`config.mk`:
```
export PLATFORM = sky130hd
export DESIGN_NAME = alu_issue_ctrl_flat
export DESIGN_NICKNAME = d
export VERILOG_FILES = /design/src/rtl/alu_issue_ctrl_if.sv /design/src/rtl/alu_issue_ctrl.sv /design/src/flat_wrapper.sv
export SDC_FILE = /design/constraint.sdc
export NUM_CORES = 1
export LEC_CHECK = 0
export ABC_AREA = 1
export ABC_CLOCK_PERIOD_IN_PS = 1100
export BUFFER_PORTS_ARGS = -buffer_cell sky130_fd_sc_hd__buf_2
export CORE_UTILIZATION = 41
export CTS_BUF_LIST = sky130_fd_sc_hd__clkbuf_16
export CTS_CLUSTER_DIAMETER = 50
export CTS_CLUSTER_SIZE = 12
export DETAILED_ROUTE_END_ITERATION = 8
export PLACE_DENSITY = 0.75
export REMOVE_ABC_BUFFERS = 1
export SYNTH_ARGS = -nofsm -noshare
export SYNTH_HDL_FRONTEND = slang
export SYNTH_SLANG_ARGS = --single-unit
```
`constraint.sdc`:
```
create_clock -name clock -period 1.1 [get_ports clock]
set_input_delay 0.275 -clock clock [delete_from_list [all_inputs] [get_ports clock]]
set_output_delay 0.275 -clock clock [all_outputs]
set_load 0.05 [all_outputs]
```
`src/rtl/alu_issue_ctrl_if.sv`:
```
// rtl/alu_issue_ctrl_if.sv - command, ALU and result signal bundle for alu_issue_ctrl
// The slave modport is the controller side; the master modport is the command source, ALU and result consumer.
interface alu_issue_ctrl_if #(
  parameter int WIDTH = 8
);
  logic                 cmd_valid;
  logic                 cmd_ready;
  logic [1:0]           cmd_op;
  logic [WIDTH-1:0]     cmd_x;
  logic [WIDTH-1:0]     cmd_z;
  logic [1:0]           alu_control;
  logic [WIDTH-1:0]     alu_x;
  logic [WIDTH-1:0]     alu_z;
  logic [2*WIDTH-1:0]   alu_y;
  logic                 res_valid;
  logic                 res_ready;
  logic [2*WIDTH-1:0]   res_data;
  logic                 res_err;

  modport slave (
    input  cmd_valid, cmd_op, cmd_x, cmd_z, alu_y, res_ready,
    output cmd_ready, alu_control, alu_x, alu_z, res_valid, res_data, res_err
  );

  modport master (
    output cmd_valid, cmd_op, cmd_x, cmd_z, alu_y, res_ready,
    input  cmd_ready, alu_control, alu_x, alu_z, res_valid, res_data, res_err
  );
endinterface

```
`src/rtl/alu_issue_ctrl.sv`:
```
// rtl/alu_issue_ctrl.sv - sequential issue/capture front end for a combinational add/sub/mul ALU
// Optional result counters are enabled by defining ALU_ISSUE_COUNT_EN.
module alu_issue_ctrl #(
  parameter int WIDTH = 8
) (
  input  logic            clock,
  input  logic            reset_n,
  alu_issue_ctrl_if.slave bus
`ifdef ALU_ISSUE_COUNT_EN
  ,
  output logic [15:0]     op_count,
  output logic [7:0]      err_count
`endif
);

  typedef enum logic [1:0] {
    IDLE = 2'd0,
    EXEC = 2'd1,
    DONE = 2'd2
  } state_t;

  state_t               state_q, state_d;
  logic [1:0]           ctrl_q, ctrl_d;
  logic [WIDTH-1:0]     x_q, x_d;
  logic [WIDTH-1:0]     z_q, z_d;
  logic                 inv_q, inv_d;
  logic [2*WIDTH-1:0]   data_q, data_d;
  logic                 err_q, err_d;
  logic                 valid_q, valid_d;
  logic                 cmd_ready;
  logic                 accept;

  // Gated by reset_n so every output reads 0 while reset is held.
  assign cmd_ready = reset_n & ((state_q == IDLE) | ((state_q == DONE) & bus.res_ready));
  assign accept    = bus.cmd_valid & cmd_ready;

  always_comb begin
    state_d = state_q;
    ctrl_d  = ctrl_q;
    x_d     = x_q;
    z_d     = z_q;
    inv_d   = inv_q;
    data_d  = data_q;
    err_d   = err_q;
    valid_d = valid_q;

    case (state_q)
      IDLE: begin
        if (accept) state_d = EXEC;
      end
      EXEC: begin
        data_d  = inv_q ? '0 : bus.alu_y;
        err_d   = inv_q;
        valid_d = 1'b1;
        state_d = DONE;
      end
      DONE: begin
        if (bus.res_ready) begin
          valid_d = 1'b0;
          state_d = accept ? EXEC : IDLE;
        end
      end
      default: state_d = IDLE;
    endcase

    // Op 3 never reaches the ALU: alu_control keeps its last legal code.
    if (accept) begin
      x_d   = bus.cmd_x;
      z_d   = bus.cmd_z;
      inv_d = (bus.cmd_op == 2'd3);
      if (bus.cmd_op != 2'd3) ctrl_d = bus.cmd_op;
    end
  end

  always_ff @(posedge clock or negedge reset_n) begin
    if (!reset_n) begin
      state_q <= IDLE;
      ctrl_q  <= '0;
      x_q     <= '0;
      z_q     <= '0;
      inv_q   <= 1'b0;
      data_q  <= '0;
      err_q   <= 1'b0;
      valid_q <= 1'b0;
    end else begin
      state_q <= state_d;
      ctrl_q  <= ctrl_d;
      x_q     <= x_d;
      z_q     <= z_d;
      inv_q   <= inv_d;
      data_q  <= data_d;
      err_q   <= err_d;
      valid_q <= valid_d;
    end
  end

  assign bus.cmd_ready   = cmd_ready;
  assign bus.alu_control = ctrl_q;
  assign bus.alu_x       = x_q;
  assign bus.alu_z       = z_q;
  assign bus.res_valid   = valid_q;
  assign bus.res_data    = data_q;
  assign bus.res_err     = err_q;

`ifdef ALU_ISSUE_COUNT_EN
  logic [15:0] op_cnt_q;
  logic [7:0]  err_cnt_q;
  logic        res_hs;

  assign res_hs = valid_q & bus.res_ready;

  always_ff @(posedge clock or negedge reset_n) begin
    if (!reset_n) begin
      op_cnt_q  <= '0;
      err_cnt_q <= '0;
    end else if (res_hs) begin
      if (!err_q && op_cnt_q != 16'hFFFF) op_cnt_q <= op_cnt_q + 16'd1;
      if (err_q && err_cnt_q != 8'hFF) err_cnt_q <= err_cnt_q + 8'd1;
    end
  end

  assign op_count  = op_cnt_q;
  assign err_count = err_cnt_q;
`endif

endmodule

```
`src/flat_wrapper.sv`:
```
// flat-port wrapper written by rule: the top's interface ports become plain ports
module alu_issue_ctrl_flat 
#(
  parameter int WIDTH = 8
)
  (clock, reset_n, bus_cmd_valid, bus_cmd_op, bus_cmd_x, bus_cmd_z, bus_alu_y, bus_res_ready, bus_cmd_ready, bus_alu_control, bus_alu_x, bus_alu_z, bus_res_valid, bus_res_data, bus_res_err);
  alu_issue_ctrl_if #(.WIDTH(WIDTH)) bus_i ();
  input  logic clock;
  input  logic reset_n;
  input wire logic [$bits(bus_i.cmd_valid)-1:0] bus_cmd_valid;
  input wire logic [$bits(bus_i.cmd_op)-1:0] bus_cmd_op;
  input wire logic [$bits(bus_i.cmd_x)-1:0] bus_cmd_x;
  input wire logic [$bits(bus_i.cmd_z)-1:0] bus_cmd_z;
  input wire logic [$bits(bus_i.alu_y)-1:0] bus_alu_y;
  input wire logic [$bits(bus_i.res_ready)-1:0] bus_res_ready;
  output wire logic [$bits(bus_i.cmd_ready)-1:0] bus_cmd_ready;
  output wire logic [$bits(bus_i.alu_control)-1:0] bus_alu_control;
  output wire logic [$bits(bus_i.alu_x)-1:0] bus_alu_x;
  output wire logic [$bits(bus_i.alu_z)-1:0] bus_alu_z;
  output wire logic [$bits(bus_i.res_valid)-1:0] bus_res_valid;
  output wire logic [$bits(bus_i.res_data)-1:0] bus_res_data;
  output wire logic [$bits(bus_i.res_err)-1:0] bus_res_err;
  assign bus_i.cmd_valid = bus_cmd_valid;
  assign bus_i.cmd_op = bus_cmd_op;
  assign bus_i.cmd_x = bus_cmd_x;
  assign bus_i.cmd_z = bus_cmd_z;
  assign bus_i.alu_y = bus_alu_y;
  assign bus_i.res_ready = bus_res_ready;
  assign bus_cmd_ready = bus_i.cmd_ready;
  assign bus_alu_control = bus_i.alu_control;
  assign bus_alu_x = bus_i.alu_x;
  assign bus_alu_z = bus_i.alu_z;
  assign bus_res_valid = bus_i.res_valid;
  assign bus_res_data = bus_i.res_data;
  assign bus_res_err = bus_i.res_err;
  alu_issue_ctrl #(.WIDTH(WIDTH)) u_core (.clock(clock), .reset_n(reset_n), .bus(bus_i));
endmodule
```
==> flow_metrics.py <==
metrics = {
    "synth": {
        "seq_area_frac_synth": 0.629,
        "synth_top_area_share": 0.629,
        "synth_cell_types": 17,
        "synth_ff_type": "dfrtp_1",
        "postSynthCellCount": 169,
        "synth_area_sq_um": 1550,
        "synth_top_cell_by_area": "dfrtp_1",
        "yosysWarnings": 0,
        "synth.avg_cell_area_sq_um": 9.18,
        "ys_ff_latch": 39,
        "synth_edf_count": 0,
        "synth_commonest_cells": "103 x nand2_1, 39 x dfrtp_1, 4 x inv_1, 4 x nor2_1",
        "yosysMostFrequentCell": "nand2_1",
        "yosys-top-cells-area": "dfrtp_1 63%, nand2_1 25%, buf_6 1.5%",
        "synth-async-reset-ratio": 1.00,
    },
    "drt": {
        "wl_met1_um": 1850,
        "drc": 0,
        "first_pass_iters": 4,
        "top_layer_used": "met4",
        "antenna_left": 0,
        "wl_met3_um": 251,
        "viasPerCell": 4.64,
        "wl_met2_um": 2380,
        "num_vias": 1542,
        "wl_per_cell_um": 13.5,
        "routed_wl_um": 4500,
        "drt_iter0_drc": 42,
    },
    "finish": {
        "layout.cells.non_filler": 332,
        "n_fill_cell": 200,
        "final_area_sq_um": 2790,
        "multi_input_area_sq_um": 634,
        "area_growth_pct": 79.9,
        "n_antenna_cell": 0,
        "drive_above_1_share": 0.531,
        "nNetsFinal": 323,
        "final-seq-area_sq_um": 977,
    },
    "setup_path": {
        "r2r-start": "u_core.state_q[0]",
        "critPathKind": "reg2out",
        "path_buf_inv": 2,
        "cp-end-kind": "output pin",
        "required_ps": 820,
        "crit_family": "flip-flops",
        "startpoint_type": "register",
        "critical_path.startpoint": "u_core.state_q[0]",
        "crit_path_max_fanout": 2,
        "cp_slowest_cell": "dfrtp_1",
        "cp.arrival_ps": 1080,
        "crit_path_cell_trace": "inv_2 > nand2_2 > nor2_4 > buf_8",
        "cpPeakStageDelay_ps": 390,
    },
    "power_and_ir_drop": {
        "peakVddDrop_mv": 1.59,
        "swShare": 0.403,
        "power_density_nw_per_um2": 2220,
        "p_switching_mw": 2.50,
        "power.share.combinational": 0.459,
        "p_int_mw": 3.71,
        "clkPwrFrac": 0.211,
        "power.leakage_nw": 1.52,
        "seqPwrFrac": 0.330,
    },
    "clock_tree": {
        "cts-root-buf": "clkbuf_16",
        "numCtsBuffers": 5,
        "clockBufferDepth": 2,
        "cts_tree": "done",
        "cts_max_level": 2,
        "path_clk_slew_ps": 50,
        "insertion_delay_ps": 270,
        "clkSinkCount": 39,
    },
    "grt": {
        "track_usage": 0.207,
        "grt_pass1_vias": 1442,
        "grt_pass1_wl_um": 6410,
        "grt_max_degree": 25,
        "grt-ovfl-total": 0,
        "antenna_found_initial": 0,
    },
    "sta": {
        "slew_viol_final": 0,
        "fin_crit_sh": 1.24,
        "clock_skew_ps": 4.38,
        "setup-violations-final": 54,
        "rsz0062_at_grt": "yes",
        "hold_viol": 0,
        "fin_crit_ps": 1360,
        "worst_pin_slew_ps": 313,
        "fmax_mhz": 736,
        "slew_headroom": 0.791,
        "setup_ws_ps": -259,
    },
    "floorplan": {
        "die_x_um": 63.5,
        "ios": 75,
        "die_area_sq_um": 4030,
        "core_sq_um": 3470,
        "start_util": 0.447,
        "die-height_um": 63.5,
        "rows": 21,
    },
    "outcome": {
        "run_status": "complete, but fails checks",
        "violations": "negative setup slack",
    },
    "min_path": {
        "min_path_type": "in2async",
    },
    "run": {
        "max_cap_viol_count": 0,
    },
    "place": {
        "routabilityCongestion": 0.757,
        "dp.cells": 298,
        "portBuffers": 74,
        "place_hpwl_um": 2360,
        "post_dp_cell_area_sq_um": 2050,
    },
}
[stage by stage]
step | setup slack [ps] | utilization | total power, mW | setup TNS (ps) | hold WS (ps)
2_1_floorplan | -448 | - | 3.42 | -1310 | -20.6
3_3_place_gp | -55.4 | 0.590 | 3.97 | -816 | 219
3_5_place_dp | -78.9 | 0.590 | 3.99 | -1890 | 234
4_1_cts | -241 | 0.737 | 5.87 | -4200 | 5.52
5_1_grt | -319 | 0.805 | 6.46 | -9820 | 49.4
6_report | -259 | 0.805 | 6.21 | -6350 | 29.5
[placed cells by master (no fill, tap or decap), types with 2 or more instances in the layout]
master,count
nand2_1,80
buf_6,39
dfrtp_1,38
buf_2,37
buf_4,31
nand2_2,16
nand2_4,8
inv_1,5
nor2_4,5
clkbuf_16,5
nand4_1,3
nor2_1,2
clkinv_1,2
buf_8,2
[repair_timing]
| action | CTS | global route |
|---|---|---|
| resized for setup | 94 | 30 |
| cloned | 2 | 0 |
| hold buffers | 1 | 0 |
| pin swaps | 14 | 18 |
| endpoints found under the setup margin | 63 | 74 |
| setup buffers | 5 | 19 |
| endpoints found under the hold margin | 2 | 0 |
[metal layers]
layer	vias to the layer above	track usage
li1	750	-
met1	727	0.268
met2	63	0.352
met3	2	0.0471
met4	0	0.0426
met5	-	0
[cell type report]
class                      instances  area share
tap                               46      0.0206
clock inverter                     3     0.00403
clock buffer                       5      0.0448
inverter                           7      0.0148
timing repair buffer             112       0.338
multi-input combinational        120       0.227
sequential                        39       0.350
[power by group through the flow]
stage	logic, mW	registers, mW	clock network [mW]
global placement	2.02	1.95	0
CTS	2.52	2.03	1.33
global route	3.00	2.08	1.39
floorplan	0.345	3.08	0
detailed placement	2.04	1.95	0
finish	2.85	2.05	1.31
[sequential cells by signal, summed over array words and instances, names as in the netlist]
| signal | flops |
|---|---|
| u_core.bus.alu_control | 2 |
| u_core.bus.alu_x | 8 |
| u_core.bus.alu_z | 8 |
| u_core.bus.res_data | 16 |
| u_core.bus.res_err | 1 |
| u_core.bus.res_valid | 1 |
| u_core.inv_q | 1 |
| u_core.state_q | 2 |
[cells by family after synthesis]
logic type,synth area share
buffers and inverters,0.0476
flip-flops,0.629
AO/OA/AOI/OAI,0.00967
AND/OR/NAND/NOR,0.314
[worst paths after layout]
path                                           endpoint  slack [ps]  depth (start not counted)
worst max-delay path                      bus_cmd_ready        -260                          4
worst min-delay path            u_core.bus.res_data[10]          30                          2
worst max register to register      u_core.bus.alu_z[6]        -230                          6
worst min register to register  u_core.bus.res_data[11]         500                          2
max in group asynchronous                  u_core.inv_q         490                          3
min in group clock              u_core.bus.res_data[14]         200                          3
Note: power is estimated with default switching activity, not from simulation.
